[src/rtl/load_store_unit_if.sv]
// Request/response and data-memory signals of the load/store unit.
// The unit sits on the slave modport; the core/memory side uses master.
interface load_store_unit_if;
  logic        req_valid;
  logic        req_ready;
  logic        req_we;
  logic [2:0]  req_funct3;
  logic [31:0] req_addr;
  logic [31:0] req_wdata;
  logic        resp_valid;
  logic [31:0] resp_rdata;
  logic        resp_err;
  logic        mem_we;
  logic [31:0] mem_addr;
  logic [31:0] mem_wd;
  logic [31:0] mem_rd;

  modport slave (
    input  req_valid, req_we, req_funct3, req_addr, req_wdata, mem_rd,
    output req_ready, resp_valid, resp_rdata, resp_err, mem_we, mem_addr, mem_wd
  );

  modport master (
    output req_valid, req_we, req_funct3, req_addr, req_wdata, mem_rd,
    input  req_ready, resp_valid, resp_rdata, resp_err, mem_we, mem_addr, mem_wd
  );
endinterface

[src/rtl/load_store_unit.sv]
// RV32I load/store unit: accepts one byte/halfword/word access at a time,
// performs read-modify-write for sub-word stores against a word-wide memory
// and returns a one-cycle completion pulse with the extended load data.
module load_store_unit (
  input  logic             clk,
  input  logic             rst_n,
  load_store_unit_if.slave bus
);

  typedef enum logic [1:0] {
    IDLE   = 2'd0,
    ACCESS = 2'd1,
    WRITE  = 2'd2,
    RESP   = 2'd3
  } state_t;

  state_t      state;
  logic [31:0] addr_q;
  logic [31:0] wdata_q;
  logic [2:0]  funct3_q;
  logic        we_q;
  logic [31:0] merged_q;
  logic [31:0] rdata_q;
  logic        resp_valid_q;
  logic        resp_err_q;

  logic        ready_c;
  logic        accept;
  logic        mem_we_c;
  logic [31:0] mem_addr_c;
  logic [31:0] mem_wd_c;

  // Misaligned halfword/word or an encoding RV32I does not define.
  function automatic logic illegal_req(input logic we, input logic [2:0] funct3,
                                       input logic [1:0] a);
    logic bad;
    if (we) bad = (funct3 > 3'd2);
    else    bad = (funct3 == 3'd3) || (funct3 == 3'd6) || (funct3 == 3'd7);
    if ((funct3[1:0] == 2'd1) && a[0])          bad = 1'b1;
    if ((funct3[1:0] == 2'd2) && (a != 2'b00))  bad = 1'b1;
    return bad;
  endfunction

  // Pick the addressed byte/halfword out of the word and sign/zero extend it.
  function automatic logic [31:0] load_extend(input logic [31:0] word,
                                              input logic [2:0]  funct3,
                                              input logic [1:0]  a);
    logic [31:0]        shifted;
    logic [7:0]         b;
    logic [15:0]        h;
    logic signed [31:0] ext;
    shifted = word >> {a, 3'b000};
    b       = shifted[7:0];
    h       = a[1] ? word[31:16] : word[15:0];
    case (funct3)
      3'd0:    ext = $signed(b);
      3'd1:    ext = $signed(h);
      3'd4:    ext = $signed({24'd0, b});
      3'd5:    ext = $signed({16'd0, h});
      default: ext = $signed(word);
    endcase
    return ext;
  endfunction

  // Replace the addressed byte (funct3[0]=0) or halfword (funct3[0]=1) in word.
  function automatic logic [31:0] merge_store(input logic [31:0] word,
                                              input logic [31:0] wdata,
                                              input logic [2:0]  funct3,
                                              input logic [1:0]  a);
    logic [4:0]  sh;
    logic [31:0] mask;
    logic [31:0] data;
    if (funct3[0]) begin
      sh   = {a[1], 4'b0000};
      mask = 32'h0000_FFFF << sh;
      data = {16'd0, wdata[15:0]} << sh;
    end else begin
      sh   = {a, 3'b000};
      mask = 32'h0000_00FF << sh;
      data = {24'd0, wdata[7:0]} << sh;
    end
    return (word & ~mask) | (data & mask);
  endfunction

  assign ready_c = rst_n && (state == IDLE);
  assign accept  = bus.req_valid && ready_c;

  // Capture the request on acceptance; held stable for the whole operation.
  always_ff @(posedge clk) begin
    if (accept) begin
      addr_q   <= bus.req_addr;
      wdata_q  <= bus.req_wdata;
      funct3_q <= bus.req_funct3;
      we_q     <= bus.req_we;
    end
  end

  // Control FSM with registered response outputs and merged store word.
  always_ff @(posedge clk) begin
    if (!rst_n) begin
      state        <= IDLE;
      resp_valid_q <= 1'b0;
      resp_err_q   <= 1'b0;
      rdata_q      <= 32'd0;
      merged_q     <= 32'd0;
    end else begin
      resp_valid_q <= 1'b0;
      case (state)
        IDLE: begin
          if (accept) begin
            if (illegal_req(bus.req_we, bus.req_funct3, bus.req_addr[1:0])) begin
              state        <= RESP;
              resp_valid_q <= 1'b1;
              resp_err_q   <= 1'b1;
              rdata_q      <= 32'd0;
            end else begin
              state <= ACCESS;
            end
          end
        end
        ACCESS: begin
          if (!we_q) begin
            state        <= RESP;
            resp_valid_q <= 1'b1;
            resp_err_q   <= 1'b0;
            rdata_q      <= load_extend(bus.mem_rd, funct3_q, addr_q[1:0]);
          end else if (funct3_q[1:0] == 2'd2) begin
            state        <= RESP;
            resp_valid_q <= 1'b1;
            resp_err_q   <= 1'b0;
            rdata_q      <= 32'd0;
          end else begin
            state    <= WRITE;
            merged_q <= merge_store(bus.mem_rd, wdata_q, funct3_q, addr_q[1:0]);
          end
        end
        WRITE: begin
          state        <= RESP;
          resp_valid_q <= 1'b1;
          resp_err_q   <= 1'b0;
          rdata_q      <= 32'd0;
        end
        RESP: begin
          state <= IDLE;
        end
        default: begin
          state <= IDLE;
        end
      endcase
    end
  end

  // Memory port decode; write strobe is suppressed while reset is held so an
  // aborted store never reaches memory.
  always_comb begin
    mem_we_c   = 1'b0;
    mem_wd_c   = 32'd0;
    mem_addr_c = 32'd0;
    case (state)
      ACCESS: begin
        mem_addr_c = {addr_q[31:2], 2'b00};
        if (rst_n && we_q && (funct3_q[1:0] == 2'd2)) begin
          mem_we_c = 1'b1;
          mem_wd_c = wdata_q;
        end
      end
      WRITE: begin
        mem_addr_c = {addr_q[31:2], 2'b00};
        if (rst_n) begin
          mem_we_c = 1'b1;
          mem_wd_c = merged_q;
        end
      end
      default: begin
        mem_we_c = 1'b0;
      end
    endcase
  end

  assign bus.req_ready  = ready_c;
  assign bus.resp_valid = resp_valid_q;
  assign bus.resp_err   = resp_err_q;
  assign bus.resp_rdata = rdata_q;
  assign bus.mem_we     = mem_we_c;
  assign bus.mem_addr   = mem_addr_c;
  assign bus.mem_wd     = mem_wd_c;

endmodule

[src/flat_wrapper.sv]
// flat-port wrapper written by rule: the top's interface ports become plain ports
module load_store_unit_flat 
  (clk, rst_n, bus_req_valid, bus_req_we, bus_req_funct3, bus_req_addr, bus_req_wdata, bus_mem_rd, bus_req_ready, bus_resp_valid, bus_resp_rdata, bus_resp_err, bus_mem_we, bus_mem_addr, bus_mem_wd);
  load_store_unit_if bus_i ();
  input  logic clk;
  input  logic rst_n;
  input wire logic [$bits(bus_i.req_valid)-1:0] bus_req_valid;
  input wire logic [$bits(bus_i.req_we)-1:0] bus_req_we;
  input wire logic [$bits(bus_i.req_funct3)-1:0] bus_req_funct3;
  input wire logic [$bits(bus_i.req_addr)-1:0] bus_req_addr;
  input wire logic [$bits(bus_i.req_wdata)-1:0] bus_req_wdata;
  input wire logic [$bits(bus_i.mem_rd)-1:0] bus_mem_rd;
  output wire logic [$bits(bus_i.req_ready)-1:0] bus_req_ready;
  output wire logic [$bits(bus_i.resp_valid)-1:0] bus_resp_valid;
  output wire logic [$bits(bus_i.resp_rdata)-1:0] bus_resp_rdata;
  output wire logic [$bits(bus_i.resp_err)-1:0] bus_resp_err;
  output wire logic [$bits(bus_i.mem_we)-1:0] bus_mem_we;
  output wire logic [$bits(bus_i.mem_addr)-1:0] bus_mem_addr;
  output wire logic [$bits(bus_i.mem_wd)-1:0] bus_mem_wd;
  assign bus_i.req_valid = bus_req_valid;
  assign bus_i.req_we = bus_req_we;
  assign bus_i.req_funct3 = bus_req_funct3;
  assign bus_i.req_addr = bus_req_addr;
  assign bus_i.req_wdata = bus_req_wdata;
  assign bus_i.mem_rd = bus_mem_rd;
  assign bus_req_ready = bus_i.req_ready;
  assign bus_resp_valid = bus_i.resp_valid;
  assign bus_resp_rdata = bus_i.resp_rdata;
  assign bus_resp_err = bus_i.resp_err;
  assign bus_mem_we = bus_i.mem_we;
  assign bus_mem_addr = bus_i.mem_addr;
  assign bus_mem_wd = bus_i.mem_wd;
  load_store_unit u_core (.clk(clk), .rst_n(rst_n), .bus(bus_i));
endmodule
[config.mk]
export PLATFORM = sky130hd
export DESIGN_NAME = load_store_unit_flat
export DESIGN_NICKNAME = d
export VERILOG_FILES = /design/src/rtl/load_store_unit_if.sv /design/src/rtl/load_store_unit.sv /design/src/flat_wrapper.sv
export SDC_FILE = /design/constraint.sdc
export NUM_CORES = 1
export LEC_CHECK = 0
export CAP_MARGIN = 20
export CELL_PAD_IN_SITES_DETAIL_PLACEMENT = 1
export CELL_PAD_IN_SITES_GLOBAL_PLACEMENT = 1
export CORE_MARGIN = 1.5
export CORE_UTILIZATION = 39
export CTS_BUF_LIST = sky130_fd_sc_hd__clkbuf_8
export DETAILED_ROUTE_END_ITERATION = 16
export GPL_TIMING_DRIVEN = 0
export HOLD_SLACK_MARGIN = 0.03
export PLACE_DENSITY_LB_ADDON = 0.1
export SYNTH_ARGS = -nofsm -noshare
export SYNTH_HDL_FRONTEND = slang
export SYNTH_SLANG_ARGS = --single-unit
[constraint.sdc]
create_clock -name clk -period 4.5 [get_ports clk]
set_input_delay 0.675 -clock clk [delete_from_list [all_inputs] [get_ports clk]]
set_output_delay 0.675 -clock clk [all_outputs]
set_load 0.03 [all_outputs]
# Yosys cells after proc, flatten, opt, wreduce, memory -nomap -nowiden
# Cells that the tools add are included.
# Widths: inputs -> output; s select.
[classes]
order_cmp = 1
eq_ne = 15
n_shift = 5
mux = 45
bitwise_logic = 5
reduce_logical = 15
[ops]
columns = ["operator", "n"]
rows = [
  ["$mux 32", 17],
  ["$pmux 32 s4", 1],
  ["$pmux 32 s3", 1],
  ["$and 32x32->32", 2],
  ["$pmux 32 s2", 1],
  ["$not 32->32", 1],
  ["$or 32x32->32", 1],
  ["$shl 16x5->32", 1],
  ["$shl 16x5->32 const A", 1],
  ["$shl 8x5->32", 1],
  ["$shl 8x5->32 const A", 1],
  ["$shr 32x5->8", 1],
  ["$mux 1", 17],
  ["$mux 16", 1],
  ["$eq 3x3->1 const B", 4],
  ["$eq 2x2->1 const B", 4],
  ["$pmux 2 s4", 1],
  ["$logic_and 1x1->1", 6],
  ["$mux 2", 3],
  ["$pmux 1 s3", 2],
  ["$eq 2x1->1 const B", 2],
  ["$reduce_and 4->1", 1],
  ["$eq 3x1->1 const B", 1],
  ["$eq 3x2->1 const B", 1],
  ["other kinds (13)", 14],
]
[word_totals]
register_bits = 136
input_bits = 103
out_inout_bits = 100
elab_cells = 95

# Logic depth before layout (Yosys ltp)
[depth]
depth_word = 12
depth_mapped = 9

# Worst setup path before layout
# Ideal clock, no wire load.
[synth_path]
kind = "input to register"
start = "input port rst_n"
end = "register u_core.resp_valid_q, in the netlist u_core.bus.resp_valid"
arrival_time_ns = 2.830
required_ns = 4.414
slack_ns = 1.584
cell_stages = 4
n_path_buf = 1
cell_sequence = "buf_4 -> and3_1 -> nand2_1 -> a211oi_1"
[synth_between]
elab_chain_cells = 4
[synth_lines]
columns = ["item", "line_no", "rtl"]
rows = [
  ["start: declaration", "flat_wrapper.sv:6", "input logic rst_n;"],
  ["$logic_and 1x1->1", "load_store_unit.sv:85", "assign ready_c = rst_n && (state == IDLE);"],
  ["$logic_and 1x1->1", "load_store_unit.sv:86", "assign accept = bus.req_valid && ready_c;"],
  ["named net u_core.accept", "load_store_unit.sv:28", "logic accept;"],
  ["$mux 1", "load_store_unit.sv:110", "if (accept) begin"],
  ["$pmux 1 s3", "load_store_unit.sv:108", "case (state)"],
  ["end signal: assignment", "load_store_unit.sv:107", "resp_valid_q <= 1'b0;"],
  ["end signal: assignment", "load_store_unit.sv:113", "resp_valid_q <= 1'b1;"],
  ["end signal: assignment", "load_store_unit.sv:124", "resp_valid_q <= 1'b1;"],
  ["end: declaration", "load_store_unit.sv:24", "logic resp_valid_q;"],
]
# The timed path passes the listed nets, and every way through them passes these cells.
# A chain may end at the register's enable or synchronous reset.

# Final worst setup path
[layout_path]
start = "input port rst_n"
end = "output port bus_mem_wd[14]"
[layout_between]
elab_chain_cells = 4
word_cells_on_any_way = 5
cone_classes = "mux: 3; reduce/logical: 2"
[layout_lines]
columns = ["item", "line_no", "rtl"]
rows = [
  ["$logic_and 1x1->1 (2 in series)", "load_store_unit.sv:162", "if (rst_n && we_q && (funct3_q[1:0] == 2'd2)) begin"],
  ["$mux 32", "load_store_unit.sv:162", ""],
  ["$pmux 32 s2 (*)", "load_store_unit.sv:159", "case (state)"],
  ["end: declaration", "flat_wrapper.sv:19", "output wire logic [$bits(bus_i.mem_wd)-1:0] bus_mem_wd;"],
]
# Every way passes the cells marked *; elsewhere a longest branch is shown, timed or not.

==> results by group <==
Run status
  – Outcome: finished, final reports clean

Clock network
  – CTS Sinks: 136
  – Longest Clk Path Bufs: 2
  – PostCTS Resize Cnt: 0
  – Skew-Pair Late Insertion Delay: 470 ps
  – CTS tree: yes
  – Setup Fix Bufs, Post-CTS: 0
  – Root buffer cell: clkbuf_8
  – Hold_buf cts: 0
  – CTS Buf Count: 17
  – Clk pin slew, worst setup/hold paths: ~70 ps
  – H-tree depth: 4

Power
  – PD cells: 485 mW/mm2
  – Peak supply drop: around 0.33 mV
  – Leak: ~0.0031 uW

Synthesis
  – Gate Count Post-Synth: between 600 and 700
  – Post-synth ARST share: 0%
  – Dominant cells by area after synthesis: edfxtp_1 (32%), dfxtp_1 (21%), mux2i_1 (7.1%), a22oi_1 (6.1%), nor2b_1 (4.0%)
  – Mapped Area: around 0.0064 mm2
  – Yosys reg bits: 136
  – Area leader, netlist: edfxtp_1
  – EDFF count, synth: 68
  – Main flop type after synthesis: edfxtp_1
  – Post-synthesis sequential area ratio: a little over half
  – Synth cell count leaders: dfxtp_1 (68), edfxtp_1 (68), nand2_1 (65)
  – Yosys top cell area share: about a third
  – Avg Cell Area, Syn: 10.6 um2
  – Ys Warns: 0
  – Library cells used by synthesis: between 40 and 50

Routing
  – DRT iter0 DRCs: 342
  – WL met2: 11000 um
  – First-pass DRT Iterations: 6
  – DRC Markers: 0
  – Wire per inst: ~21 um
  – Wire length on met3: 1620 um
  – Top sig layer: met4
  – Vias per cell: approximately 5.5
  – Via count: ~6000
  – Total Wirelength: between 20000 and 25000 um
  – Number of routed nets with antenna violations: 0
  – Met1 WL: between 9000 and 10000 um

Setup path
  – Crit path max fanout: 10
  – CP Class: input pin to output pin
  – CP arrival: between 3000 and 4000 ps
  – Startpoint Class: input pin
  – CP required: 3830 ps
  – Crit end category: output pin

Layout
  – Layout area overhead: 41.3%
  – Final net count: approximately 940
  – Layout cells sized above 1: 6.42%
  – Design area: ~0.0091 mm2
  – ANT cells: 0

STA
  – Finish-stage setup viols: 0
  – Worst Clk Skew: about 10 ps
  – Period utilization: between 80% and 90%
  – Relative slew margins: 36.1%
  – Setup tns final: 0 ps
  – Final Critical Period: a little over 4000 ps
  – Max Clk Rate: 0.249 GHz
  – Count of final hold-check violations: 0
  – Slew Viols, Final: 0
  – RSZ-0062 raised after global routing: no
  – Slew @ Worst Pin: roughly 960 ps

Placement
  – Placed Area: roughly 0.0087 mm2
  – Final Wtd Congestion: 0.890
  – Port Buffers: 200
  – Final HPWL from detailed placement: 16900 um

Floorplanning
  – Core area: about 0.016 mm2
  – Die width: roughly 130 um
  – Site Rows: 46
  – Initial Util: between 40% and 50%
  – I/O pin count: around 200
  – Die Ht: 132 um
  – Die area: 0.0173 mm2

Global route
  – Antenna violations before repair: 0
  – GRT Residual Overflow: 0
  – Total GRT Usage: 26.1%
  – Number of global-route vias before repair: ~6300
  – Pin count of the biggest net entering global routing: 70
  – First-pass GRT wire length: ~35000 um

Min path
  – HP Class: flop to flop

Job
  – Max Cap Viol: 0
[worst paths after layout]
check	start	to	slack (ps)	depth (start not counted)
setup / recovery	rst_n	bus_mem_wd[14]	480	8
hold / removal	u_core.bus.resp_rdata[4]	u_core.bus.resp_rdata[4]	470	2
setup reg to reg	u_core.state[1]	u_core.bus.resp_rdata[19]	2250	9
hold reg to reg	u_core.bus.resp_rdata[4]	u_core.bus.resp_rdata[4]	470	2
[cell usage in the layout (no fill, tap or decap), types with 4 or more instances in the layout]
master           instances
nand2_1                 65
a21oi_1                 22
ha_1                     5
dfxtp_1                 68
edfxtp_1                68
a211o_1                  8
o211ai_1                 6
inv_1                    8
and2_1                  33
nor2_1                  28
buf_2                   12
clkbuf_8                18
nor2b_1                 41
a211oi_1                 4
mux2i_1                 46
clkdlybuf4s50_1        200
o21ai_0                 12
a311oi_1                16
a22o_1                   7
a221oi_1                 8
o221ai_1                 7
buf_1                    4
a22oi_1                 52
o2bb2ai_1                8
nand3_1                 12
clkbuf_1                34
buf_4                    5
[worst max-delay path, cell delays in order]
cell and delay (ps):
clkdlybuf4s50_1 510, buf_4 200, nand3_1 90, nor2_1 370, clkbuf_1 430, a22oi_1 130
nor2b_1 210, clkdlybuf4s50_1 730
[final cells by class]
| cell class | count | area, um2 |
|---|---|---|
| fillers | 1791 | 6900 |
| flip-flops and latches | 136 | 3400 |
| multi-input cells | 410 | 2760 |
| repair buffers | 200 | 2000 |
| well taps | 216 | 270 |
| plain buffers | 57 | 263 |
| clock buffers | 18 | 248 |
| clock inverters | 14 | 133 |
| inverters | 6 | 22.5 |
[power by group]
group | total (uW) | switching [uW] | internal [uW]
sequential | 1600 | 110 | 1490
combinational | 1810 | 1060 | 749
clock | 1000 | 502 | 500
total | 4410 | 1680 | 2740
[registers in the layout, indices dropped and copies added (netlist names)]
| name | cells |
|---|---|
| u_core.addr_q | 32 |
| u_core.bus.resp_rdata | 32 |
| u_core.merged_q | 32 |
| u_core.wdata_q | 32 |
| u_core.funct3_q | 3 |
| u_core.state | 2 |
| u_core.bus.resp_err | 1 |
| u_core.bus.resp_valid | 1 |
| u_core.we_q | 1 |
[through the flow]
step	utilization [%]	cells	setup WS [ps]	hold WS, ps	total power (uW)
2_1_floorplan	-	609	1580	432	2700
3_3_place_gp	54.5	1025	231	442	3390
3_5_place_dp	54.5	1025	478	453	3430
4_1_cts	56.9	1057	456	467	4440
5_1_grt	56.9	1057	333	478	4630
6_report	56.9	1057	479	466	4410
[layer usage]
layer | vias to the layer above | track usage (%)
li1 | 2687 | -
met1 | 2863 | 31.3
met2 | 240 | 44.2
met3 | 42 | 7.72
met4 | 0 | 9.75
met5 | - | 0
[logic make-up after synthesis]
| kind of cell | share of synthesized area [%] |
|---|---|
| buffers and inverters | 4.43 |
| multiplexers | 7.50 |
| adder cells (fa/ha/maj) | 0.971 |
| AND/OR/NAND/NOR | 15.8 |
| other | 0.0582 |
| flip-flops | 52.8 |
| AO/OA/AOI/OAI | 18.4 |
Power figures use the tool's default switching activity.
